`src/rtl/part4_mac.sv`:
```
`default_nettype none
// ============================================================================
// part4_mac : pipelined, saturating, signed multiply-accumulate unit.
//             Operands are registered, multiplied, carried through MUL_ST
//             product stages, then added into a clamped OUT_W running sum.
// Revision  : 1.0  initial release
// ============================================================================
module part4_mac #(
  parameter int IN_W   = 14,
  parameter int OUT_W  = 28,
  parameter int MUL_ST = 2
) (
  input  logic                    clk,
  input  logic                    reset,
  input  logic signed [IN_W-1:0]  a,
  input  logic signed [IN_W-1:0]  b,
  input  logic                    valid_in,
  output logic signed [OUT_W-1:0] f,
  output logic                    valid_out
);

  localparam logic [OUT_W-1:0] c_sat_max = {1'b0, {(OUT_W-1){1'b1}}};
  localparam logic [OUT_W-1:0] c_sat_min = {1'b1, {(OUT_W-1){1'b0}}};

  // Input stage
  logic signed [IN_W-1:0]  a_q, b_q;
  logic                    v0_q;

  // Product pipeline; index MUL_ST-1 feeds the accumulator
  logic signed [OUT_W-1:0] p_q  [MUL_ST];
  logic        [MUL_ST-1:0] pv_q;

  // Accumulator stage
  logic signed [OUT_W-1:0] f_q, f_d;
  logic                    vo_q, vo_d;

  logic signed [OUT_W-1:0] w_a_ext, w_b_ext, w_prod;
  logic        [OUT_W:0]   w_sum;
  logic                    w_ovf;

  always_comb begin
    w_a_ext = {{(OUT_W-IN_W){a_q[IN_W-1]}}, a_q};
    w_b_ext = {{(OUT_W-IN_W){b_q[IN_W-1]}}, b_q};
    w_prod  = w_a_ext * w_b_ext;
  end

  always_ff @(posedge clk) begin
    if (reset) begin
      a_q  <= '0;
      b_q  <= '0;
      v0_q <= 1'b0;
    end else begin
      a_q  <= a;
      b_q  <= b;
      v0_q <= valid_in;
    end
  end

  always_ff @(posedge clk) begin
    if (reset) begin
      for (int i = 0; i < MUL_ST; i++) p_q[i] <= '0;
      pv_q <= '0;
    end else begin
      p_q[0]  <= w_prod;
      pv_q[0] <= v0_q;
      for (int i = 1; i < MUL_ST; i++) begin
        p_q[i]  <= p_q[i-1];
        pv_q[i] <= pv_q[i-1];
      end
    end
  end

  // One guard bit: overflow shows up as the top two sum bits disagreeing,
  // and the guard bit then gives the true sign of the result.
  always_comb begin
    w_sum = {f_q[OUT_W-1], f_q} + {p_q[MUL_ST-1][OUT_W-1], p_q[MUL_ST-1]};
    w_ovf = w_sum[OUT_W] ^ w_sum[OUT_W-1];
    f_d   = f_q;
    vo_d  = 1'b0;
    if (pv_q[MUL_ST-1]) begin
      vo_d = 1'b1;
      if (w_ovf) begin
        f_d = w_sum[OUT_W] ? c_sat_min : c_sat_max;
      end else begin
        f_d = w_sum[OUT_W-1:0];
      end
    end
  end

  always_ff @(posedge clk) begin
    if (reset) begin
      f_q  <= '0;
      vo_q <= 1'b0;
    end else begin
      f_q  <= f_d;
      vo_q <= vo_d;
    end
  end

  assign f         = f_q;
  assign valid_out = vo_q;

endmodule
`default_nettype wire

```
`config.mk`:
```
export PLATFORM = sky130hd
export DESIGN_NAME = part4_mac
export DESIGN_NICKNAME = d
export VERILOG_FILES = /design/src/rtl/part4_mac.sv
export SDC_FILE = /design/constraint.sdc
export NUM_CORES = 1
export LEC_CHECK = 0
export ABC_CLOCK_PERIOD_IN_PS = 16800
export CORE_ASPECT_RATIO = 2
export CORE_UTILIZATION = 60
export CTS_BUF_LIST = sky130_fd_sc_hd__clkbuf_16
export DETAILED_ROUTE_END_ITERATION = 6
export PLACE_DENSITY = 0.88
export SLEW_MARGIN = 30
export SYNTH_ARGS = -nofsm -noshare
export SYNTH_HDL_FRONTEND = slang
export SYNTH_SLANG_ARGS = --single-unit
```
`constraint.sdc`:
```
create_clock -name clk -period 16.8 [get_ports clk]
set_clock_uncertainty 0.2 [all_clocks]
set_input_delay 3.36 -clock clk [delete_from_list [all_inputs] [get_ports clk]]
set_output_delay 3.36 -clock clk [all_outputs]
set_load 0.02 [all_outputs]
```
Word-level counts from Yosys, hierarchy flattened
Memory sizes are Yosys's and may differ from the RTL's.
Index checks and enable logic that the tools add are counted.
{"block": "totals", "reg_bits": 60, "mem_bits_rw": 56, "output_inout_bits": 29, "mem_count": 1}
{"memory": "p_q", "depth": 2, "width": 28, "rd": 2, "rd_clocked_by_memory_dff": 0, "wr": 2, "line_no": "30", "source": "logic signed [OUT_W-1:0] p_q [MUL_ST];"}
{"block": "classes", "add_sub_neg": 1, "n_mul": 1, "mux": 8, "bitwise_logic": 3}
{"operator": "28-bit two-way mux", "n": 4}
{"operator": "28-bit by 28-bit adder with 29-bit output", "n": 1}
{"operator": "14-bit by 14-bit multiplier with 28-bit output", "n": 1}
{"operator": "1-bit two-way mux", "n": 4}
{"operator": "1-bit bitwise OR", "n": 2}
{"operator": "1-bit bitwise XOR", "n": 1}

Depth between registers and ports, before layout
Gate-level depths: netlist (run 1).
{"block": "logic_depth", "ltp_word": 3, "mapped_depth": 25, "depth_no_buf": 24}

Worst setup path before layout (run 1)
Ideal clock, no wire load.
{"block": "synth_path", "kind": "reg-to-reg", "from": "register a_q[6]", "to": "memory p_q[0][21]", "setup_time_ns": 0.062, "arrival_time_ns": 5.923, "t_required_ns": 16.538, "setup_slack_ns": 10.615, "stages_incl_launch_ff": 25, "n_path_buf": 1, "path_cell_list": "dfxtp_1 clkbuf_1 and2_1 fa_1 inv_1 fa_1 inv_1 fa_1 inv_1 fa_1 inv_1 fa_1 inv_1 fa_1 inv_1 ha_1 o21a_1 o21a_1 nor2_1 or4b_1 a31oi_1 a21o_1 a21oi_1 or4b_1 nand3_1"}
{"item": "start: declaration", "line_no": "26", "source": "logic signed [IN_W-1:0] a_q, b_q;"}
{"item": "start signal: assignment", "line_no": "49", "source": "a_q <= '0;"}
{"item": "start signal: assignment", "line_no": "53", "source": "a_q <= a;"}
{"item": "end: declaration", "line_no": "30"}

==> results of run 1 <==
-- how the worst min path moves through the flow --
stage                                      from  slack, ns  cells after the start               endpoint
after floorplan            p_q[0][0]$_SDFF_PP0_       0.21                      1  p_q[0][28]$_SDFF_PP0_
after global placement    p_q[0][12]$_SDFF_PP0_       0.22                      1  p_q[0][40]$_SDFF_PP0_
after detailed placement  p_q[0][27]$_SDFF_PP0_       0.22                      1  p_q[0][55]$_SDFF_PP0_
after CTS                 p_q[0][27]$_SDFF_PP0_       0.23                      1  p_q[0][55]$_SDFF_PP0_
after global routing      p_q[0][20]$_SDFF_PP0_       0.25                      1  p_q[0][48]$_SDFF_PP0_
final                      p_q[0][5]$_SDFF_PP0_       0.23                      1  p_q[0][33]$_SDFF_PP0_
-- layout make-up --
type                    instances  share of cell area
inverters                     251              0.0667
repair buffers                 61              0.0429
clock inverters                15              0.0117
flip-flops and latches        116               0.164
multi-input cells             957               0.660
well taps                     269              0.0238
clock buffers                  17              0.0301
-- layer usage --
| layer | track usage | routed length [um] | up-vias |
|---|---|---|---|
| met2 | 0.547 | 16100 | 292 |
| li1 | - | - | 4355 |
| met5 | 0 | 0 | - |
| met1 | 0.267 | 9410 | 4702 |
| met4 | 0.242 | 2590 | 0 |
| met3 | 0.0390 | 951 | 149 |
-- flip-flops by register name (all words and copies together) (netlist names) --
register and flops:
b_q 14, pv_q 2, v0_q 1, valid_out 1
p_q 56, a_q 14, f 28
-- logic make-up after synthesis --
logic type	synth area share
flip-flops	0.181
multiplexers	0.000877
AND/OR/NAND/NOR	0.170
buffers and inverters	0.0926
adder cells (fa/ha/maj)	0.420
XOR/XNOR	0.0349
AO/OA/AOI/OAI	0.100
-- cell usage after synthesis (all sizes together), types with 13 or more instances --
cell type	n
dfxtp	116
nand2	105
nor3	18
maj3	26
clkbuf	51
o21ai	24
a211oi	31
nor2	78
a21oi	39
a21o	26
xor2	21
nand2b	13
inv	251
fa	196
xnor2	28
ha	95
and2	100
nor2b	67
-- metrics by stage --
step	instances	hold WS, ns	power, mW	instance area [um2]	utilization
2_1_floorplan	1381	0.214	0.810	12800	-
3_3_place_gp	1654	0.216	0.907	13500	0.644
3_5_place_dp	1654	0.220	0.937	13500	0.644
4_1_cts	1686	0.233	1.31	14100	0.672
5_1_grt	1686	0.247	1.41	14100	0.672
6_report	1686	0.232	1.30	14100	0.672
-- critical path, delay by kind of cell (launching register included) --
kind,cells,cell delay [ns]
adder cells (fa/ha/maj),7,3.32
AND/OR/NAND/NOR,5,1.48
AO/OA/AOI/OAI,5,0.84
flip-flops,1,0.45
buffers and inverters,6,0.30
-- power by group through the flow --
stage / clock network, mW / registers (mW) / logic, mW
5_1_grt: 0.381 / 0.342 / 0.684
3_3_place_gp: 0 / 0.343 / 0.564
6_report: 0.362 / 0.339 / 0.602
2_1_floorplan: 0 / 0.332 / 0.477
3_5_place_dp: 0 / 0.344 / 0.593
4_1_cts: 0.365 / 0.339 / 0.601
==> impl_metrics.json, run 1 <==
{
  "die_x_um": 105,
  "clkPwrFrac": 0.278,
  "antenna_found_initial": 0,
  "crit_chain": "and2_1, fa_1, inv_1, fa_1, inv_1, fa_1, inv_1, fa_1, inv_1, fa_1, inv_1, fa_1, inv_1, ha_1, o21a_1, o21a_1, nor2_1, or4b_1, a31oi_1, a21o_1, a21oi_1, or4b_1, nand3_1",
  "rsz0062_at_grt": "false",
  "synth-main-ff-cell": "dfxtp_1",
  "switchingPower_mw": 0.491,
  "syn_to_final_growth_pct": 10.1,
  "max_freq_mhz": 150,
  "tns_ns": 0,
  "period_minus_slack_ns": 6.66,
  "cts.htree.levels": 4,
  "fillers": 1559,
  "place_ws_ns": 10.18,
  "final_nets": 1726,
  "slowest_delay_ns": 0.60,
  "hold_violations": 0,
  "insertion_delay_ns": 0.42,
  "combPwrFrac": 0.462,
  "power.density_mw_per_mm2": 92.2,
  "regToRegEndpoint": "p_q[0][21]$_SDFF_PP0_",
  "p_sw_frac": 0.376,
  "synthesis.nets": 1703,
  "synth_cell_types": 65,
  "grt_max_degree": 99,
  "r2r_cells": 23,
  "layout_common_cells": "inv_1 (250), fa_1 (196), dfxtp_1 (115)",
  "internal_power_mw": 0.813,
  "drcViolationCount": 0,
  "diodes": 0,
  "place_hpwl_um": 23300,
  "cts.sinks": 116,
  "critPathRequiredTime_ns": 16.96,
  "pin_count": 60,
  "reg2reg_slack_ns": 10.14,
  "synth-async-reset-ratio": 0,
  "synth_top_area_cell": "fa_1",
  "cts_tree": "built",
  "dieArea_mm2": 0.0220,
  "fp.coreArea_mm2": 0.0210,
  "clockBufferDepth": 2,
  "hold_class": "reg2reg",
  "port_buffers": 59,
  "endpoint": "p_q[0][21]$_SDFF_PP0_",
  "start_util": 0.611,
  "grt-ovfl-total": 0,
  "setup_viol": 0,
  "netlist_area_mm2": 0.0128,
  "final.period_utilization": 0.396,
  "startpoint_type": "flip-flop",
  "criticalPathCategory": "reg2reg",
  "crit_path_end_kind": "flip-flop",
  "routabilityCongestion": 0.944,
  "synth_edf_count": 0,
  "grt_use_total": 0.289,
  "syn_inst": 1381,
  "seq_area_frac_synth": 0.181,
  "power_frac_seq": 0.260,
  "holdBufCountCts": 0,
  "cts_buffers": 17,
  "ir_drop_uv": 74.5,
  "max_cap_viol_count": 0,
  "postCtsResizedCells": 0,
  "avgViaCountPerCell": 5.63,
  "final-seq-area_mm2": 0.00232,
  "ys_warn_count": 0,
  "crit_path_max_fanout": 14,
  "setup_ws_ns": 10.14,
  "cts_setup_buffers": 0,
  "cp_slowest_cell": "or4b_1",
  "drtIter0Drc": 573,
  "grt_pass1_wl_um": 49000,
  "drive_above_1_share": 0.0628,
  "firstDrtPassIters": 5,
  "relSlewSlack": 0.382,
  "final_common_cell": "inv_1",
  "finalMaxSlewViolations": 0,
  "routed_wirelength_um": 29000,
  "power_leakage_nw": 6.71,
  "root_buffer": "clkbuf_16",
  "cts.clk_slew.worst_paths_ns": 0.05,
  "dr_total_vias": 9498,
  "synth_top_cell_area_share": 0.306,
  "rr_startpoint": "a_q[7]$_SDFF_PP0_",
  "ys_seq_elements": 116,
  "worst_pin_slew_ns": 0.925,
  "syn_area_per_cell_um2": 9.30,
  "rows": 75,
  "yosys-top-cells-area": "fa_1 (31%), dfxtp_1 (18%), ha_1 (9.3%), inv_1 (7.3%), and2_1 (4.9%)",
  "crit_arrival_ns": 6.81,
  "die_height_um": 209,
  "drtAntennaViolNets": 0,
  "outcome": "finished, final reports clean",
  "crit_path_start": "a_q[7]$_SDFF_PP0_",
  "grt_pass1_vias": 10489,
  "multiInputGateArea_mm2": 0.00933,
  "wire_per_inst_um": 17.2
}
(Power assumes the default switching activity.)
==> inputs of run 2 (changes only) <==
Settings changed: ABC_CLOCK_PERIOD_IN_PS 16800 to 5500, CORE_UTILIZATION 60 to 57.
Clock period 16.8 ns to 5.5 ns, I/O delays scaled along.
==> impl_metrics.json, run 2 (synthesized netlist as in run 1, its figures left out) <==
{
  "outcome": "complete, but fails checks",
  "violations": "negative setup slack",
  "cts.sinks": 116,
  "grt-ovfl-total": 0,
  "setup_ws_ns": -0.642,
  "startpoint_type": "flip-flop",
  "rows": 77,
  "p_total_mw": 4.39,
  "dpl.cell_count": 1778,
  "drtAntennaViolNets": 0,
  "start_util": 0.582,
  "grt_pass1_vias": 11256,
  "routabilityCongestion": 0.953,
  "pin_count": 60,
  "cts.clk_slew.worst_paths_ns": 0.06,
  "utilization": 0.704,
  "internal_power_mw": 2.70,
  "rsz0062_at_grt": "true",
  "switchingPower_mw": 1.69,
  "regToRegEndpoint": "p_q[0][21]$_SDFF_PP0_",
  "place_ws_ns": -0.640,
  "cts_tree": "built",
  "holdBufCountCts": 0,
  "min_from": "p_q[0][8]$_SDFF_PP0_",
  "cts_buffers": 17,
  "routed_wirelength_um": 32900,
  "holdPathEnd": "p_q[0][36]$_SDFF_PP0_",
  "crit_arrival_ns": 6.31,
  "drive_above_1_share": 0.193,
  "grt_pass1_wl_um": 52100,
  "r2r_cells": 23,
  "relSlewSlack": 0.371,
  "worst_pin_slew_ns": 0.942,
  "dpl_cell_area_mm2": 0.0146,
  "critPathRequiredTime_ns": 5.66,
  "power_leakage_nw": 7.45,
  "dr_total_vias": 10312,
  "hold_depth": 1,
  "max_cap_viol_count": 0,
  "crit_path_end_kind": "flip-flop",
  "final_nets": 1866,
  "dieArea_mm2": 0.0232,
  "ir_drop_uv": 230,
  "power_frac_seq": 0.231,
  "fp.coreArea_mm2": 0.0221,
  "final_common_cell": "inv_1",
  "reg2reg_slack_ns": -0.64,
  "power.density_mw_per_mm2": 283,
  "insertion_delay_ns": 0.43,
  "setup_viol": 13,
  "antenna_found_initial": 0,
  "clockBufferDepth": 2,
  "rr_startpoint": "a_q[7]$_SDFF_PP0_",
  "drcViolationCount": 0,
  "diodes": 0,
  "finalMaxSlewViolations": 0,
  "grt_use_total": 0.295,
  "largest_reg_flops": 56,
  "clkPwrFrac": 0.227,
  "largest-register": "p_q",
  "root_buffer": "clkbuf_16",
  "final.period_utilization": 1.12,
  "combPwrFrac": 0.542,
  "firstDrtPassIters": 5,
  "period_minus_slack_ns": 6.14,
  "die_x_um": 108,
  "place_hpwl_um": 25100,
  "max_freq_mhz": 163,
  "port_buffers": 59,
  "layout_common_cells": "inv_1 (245), fa_1 (192), buf_4 (129)",
  "die_height_um": 214,
  "p_sw_frac": 0.385,
  "grt_max_degree": 74,
  "crit_path_max_fanout": 2,
  "cts.htree.levels": 4,
  "syn_to_final_growth_pct": 20.9,
  "hold_slack_ns": 0.234,
  "drtIter0Drc": 700,
  "hold_class": "reg2reg",
  "stdcell_area_mm2": 0.0155,
  "fin_cells": 1833,
  "criticalPathCategory": "reg2reg",
  "tns_ns": -5.94,
  "avgViaCountPerCell": 5.63,
  "hold_violations": 0,
  "wire_per_inst_um": 18.0
}
==> run 2: cell types whose count changed in the layout (fill, tap and decap cells not counted), moves of 7 or more <==
| cell | previous run | this run |
|---|---|---|
| a21oi_1 | 37 | 27 |
| a21oi_2 | 1 | 8 |
| and2_1 | 100 | 91 |
| and2_4 | 0 | 9 |
| buf_4 | 2 | 129 |
| buf_6 | 1 | 9 |
| dfxtp_1 | 115 | 94 |
| dfxtp_2 | 1 | 20 |
| inv_2 | 1 | 9 |
==> run 2: repair_timing <==
action,4_1_cts,5_1_grt
setup endpoints to repair,13,16
pin swaps,22,15
gates resized for setup,45,32
buffers inserted,13,13
==> run 2: layout make-up <==
class | instances | area (um2)
Multi-Input combinational cell | 957 | 9620
Fill cell | 1495 | 6540
Sequential cell | 116 | 2350
Timing Repair Buffer | 201 | 1740
Inverter | 251 | 942
Clock buffer | 17 | 425
Tap cell | 276 | 345
Clock inverter | 15 | 101
==> run 2: layer usage <==
metal / track usage / part of all wire
met2: 0.560 / 0.55
met3: 0.0453 / 0.040
met1: 0.257 / 0.32
met5: 0 / 0
met4: 0.250 / 0.092
==> run 2: worst max-delay path by stage <==
stage | endpoint | startpoint | cells after the start
after CTS | p_q[0][21]$_SDFF_PP0_ | a_q[7]$_SDFF_PP0_ | 23
after detailed placement | p_q[0][21]$_SDFF_PP0_ | a_q[7]$_SDFF_PP0_ | 23
final | p_q[0][21]$_SDFF_PP0_ | a_q[7]$_SDFF_PP0_ | 23
after floorplan | p_q[0][21]$_SDFF_PP0_ | a_q[6]$_SDFF_PP0_ | 24
after global routing | p_q[0][21]$_SDFF_PP0_ | a_q[7]$_SDFF_PP0_ | 23
after global placement | p_q[0][21]$_SDFF_PP0_ | a_q[7]$_SDFF_PP0_ | 23
==> run 2: power by group through the flow <==
stage | Clock (mW) | Combinational, mW | Sequential [mW]
CTS | 1.00 | 2.28 | 1.01
finish | 0.999 | 2.38 | 1.01
global route | 1.04 | 2.63 | 1.02
floorplan | 0 | 1.53 | 1.02
global placement | 0 | 2.07 | 1.02
detailed placement | 0 | 2.18 | 1.03
==> run 2: critical path: stages, from the launching register on <==
cell,delay [ns]
dfxtp_2,0.32
and2_4,0.16
fa_1,0.54
inv_1,0.05
fa_1,0.47
inv_1,0.05
fa_1,0.51
inv_2,0.04
fa_1,0.52
inv_1,0.05
fa_1,0.47
inv_1,0.05
fa_1,0.48
inv_2,0.05
ha_4,0.25
o21a_1,0.10
o21a_1,0.16
nor2_2,0.06
or4b_4,0.57
a31oi_4,0.19
a21o_1,0.15
a21oi_1,0.08
or4b_1,0.47
nand3_1,0.08
==> inputs of run 3 (changes only) <==
Settings changed: CORE_ASPECT_RATIO 2 to not set, CORE_MARGIN set to 2, SLEW_MARGIN 30 to 20.
==> impl_metrics.json, run 3 (synthesized netlist as in run 1, its figures left out) <==
{
  "routed_wirelength_um": 33200,
  "internal_power_mw": 2.76,
  "dieArea_mm2": 0.0237,
  "drcViolationCount": 3,
  "final_common_cell": "inv_1",
  "power.density_mw_per_mm2": 292,
  "rows": 54,
  "pin_count": 60,
  "min_from": "p_q[0][7]$_SDFF_PP0_",
  "die_x_um": 154,
  "dpl.cell_count": 1775,
  "grt_use_total": 0.270,
  "ir_drop_uv": 206,
  "cts_tree": "built",
  "startpoint_type": "flip-flop",
  "hold_depth": 1,
  "hold_violations": 0,
  "antenna_found_initial": 1,
  "critPathRequiredTime_ns": 5.69,
  "power_frac_seq": 0.221,
  "worst_pin_slew_ns": 0.860,
  "r2r_cells": 23,
  "crit_path_max_fanout": 2,
  "dr_total_vias": 10390,
  "p_sw_frac": 0.398,
  "rsz0062_at_grt": "true",
  "final.period_utilization": 1.15,
  "finalMaxSlewViolations": 0,
  "grt_pass1_vias": 10770,
  "wire_per_inst_um": 18.1,
  "outcome": "complete, but fails checks",
  "p_total_mw": 4.59,
  "die_height_um": 154,
  "clockBufferDepth": 2,
  "crit_path_end_kind": "flip-flop",
  "routabilityCongestion": 0.923,
  "cts.htree.levels": 4,
  "setup_viol": 15,
  "avgViaCountPerCell": 5.65,
  "cts.sinks": 116,
  "drtAntennaViolNets": 0,
  "largest_reg_flops": 56,
  "layout_common_cells": "inv_1 (233), fa_1 (192), buf_4 (125)",
  "grt_max_degree": 68,
  "clkPwrFrac": 0.245,
  "cts_buffers": 17,
  "cts.clk_slew.worst_paths_ns": 0.07,
  "grt_pass1_wl_um": 51300,
  "fp.coreArea_mm2": 0.0220,
  "tns_ns": -6.97,
  "power_leakage_nw": 7.48,
  "place_hpwl_um": 23600,
  "max_cap_viol_count": 0,
  "combPwrFrac": 0.533,
  "rr_startpoint": "b_q[2]$_SDFF_PP0_",
  "reg2reg_slack_ns": -0.82,
  "largest-register": "p_q",
  "firstDrtPassIters": 7,
  "max_freq_mhz": 158,
  "root_buffer": "clkbuf_16",
  "setup_ws_ns": -0.815,
  "drive_above_1_share": 0.209,
  "syn_to_final_growth_pct": 22.2,
  "port_buffers": 59,
  "final_nets": 1866,
  "criticalPathCategory": "reg2reg",
  "grt-ovfl-total": 0,
  "drtIter0Drc": 688,
  "insertion_delay_ns": 0.44,
  "hold_class": "reg2reg",
  "violations": "design-rule violations, negative setup slack",
  "start_util": 0.585,
  "holdPathEnd": "p_q[0][35]$_SDFF_PP0_",
  "switchingPower_mw": 1.83,
  "period_minus_slack_ns": 6.32,
  "holdBufCountCts": 0,
  "crit_arrival_ns": 6.50,
  "relSlewSlack": 0.426,
  "fin_cells": 1838,
  "regToRegEndpoint": "p_q[0][21]$_SDFF_PP0_"
}
[run 3: cell types whose count changed in the layout (fill, tap and decap cells not counted), sizes merged]
cell,before,now
inv,254,261
clkinvlp,3,2
clkinv,8,2
diode,0,1
[run 3: what timing repair did]
action / CTS / global route
buffers inserted: 5 / 28
pin swaps: 15 / 39
endpoints found under the setup margin: 14 / 16
gates resized for setup: 21 / 81
[run 3: layer usage]
layer / part of all wire / GRT usage
met1: 0.39 / 0.324
met5: 0 / 0
met3: 0.060 / 0.0428
met4: 0.044 / 0.109
met2: 0.51 / 0.485
[run 3: power groups by stage]
stage / clock network (mW) / registers, mW / logic, mW
finish: 1.13 / 1.02 / 2.45
global placement: 0 / 1.03 / 2.02
CTS: 1.14 / 1.01 / 2.19
global route: 1.18 / 1.03 / 2.68
floorplan: 0 / 1.02 / 1.53
detailed placement: 0 / 1.03 / 2.12
[run 3: worst max-delay path: stages, from the launching register on]
cell and delay (ns):
dfxtp_2 0.34, and2_4 0.16, fa_1 0.55, inv_2 0.04
fa_1 0.51, inv_2 0.05, fa_1 0.52, inv_2 0.04
fa_1 0.55, inv_2 0.04, fa_1 0.49, inv_2 0.04
fa_1 0.50, inv_2 0.05, ha_4 0.25, o21a_1 0.11
o21a_1 0.15, nor2_2 0.06, or4b_4 0.52, a31oi_4 0.20
a21o_1 0.17, a21oi_1 0.11, or4b_1 0.51, nand3_1 0.09
[run 3: worst max path at each step]
stage / start / endpoint / slack, ns / depth (start not counted)
CTS: b_q[2]$_SDFF_PP0_ / p_q[0][21]$_SDFF_PP0_ / -0.57 / 23
global route: a_q[7]$_SDFF_PP0_ / p_q[0][24]$_SDFF_PP0_ / -0.93 / 21
detailed placement: a_q[7]$_SDFF_PP0_ / p_q[0][21]$_SDFF_PP0_ / -0.67 / 23
global placement: a_q[7]$_SDFF_PP0_ / p_q[0][21]$_SDFF_PP0_ / -0.50 / 23
finish: b_q[2]$_SDFF_PP0_ / p_q[0][21]$_SDFF_PP0_ / -0.82 / 23
floorplan: a_q[6]$_SDFF_PP0_ / p_q[0][21]$_SDFF_PP0_ / -0.53 / 24
[run 3: through the flow]
stage	setup WS, ns	cell area [um2]	util	hold WS, ns
6_report	-0.815	15700	0.714	0.229
5_1_grt	-0.929	15700	0.714	0.248
4_1_cts	-0.569	15200	0.694	0.231
3_5_place_dp	-0.667	14500	0.661	0.220
3_3_place_gp	-0.504	14500	0.661	0.219
2_1_floorplan	-0.532	13100	-	0.214
[run 3: area by class of cell]
class / count / area (um2)
repair buffers: 201 / 1750
clock buffers: 17 / 425
inverters: 251 / 942
fillers: 1408 / 6270
well taps: 280 / 350
clock inverters: 15 / 163
flip-flops and latches: 116 / 2360
diodes: 1 / 2.50
multi-input cells: 957 / 9690
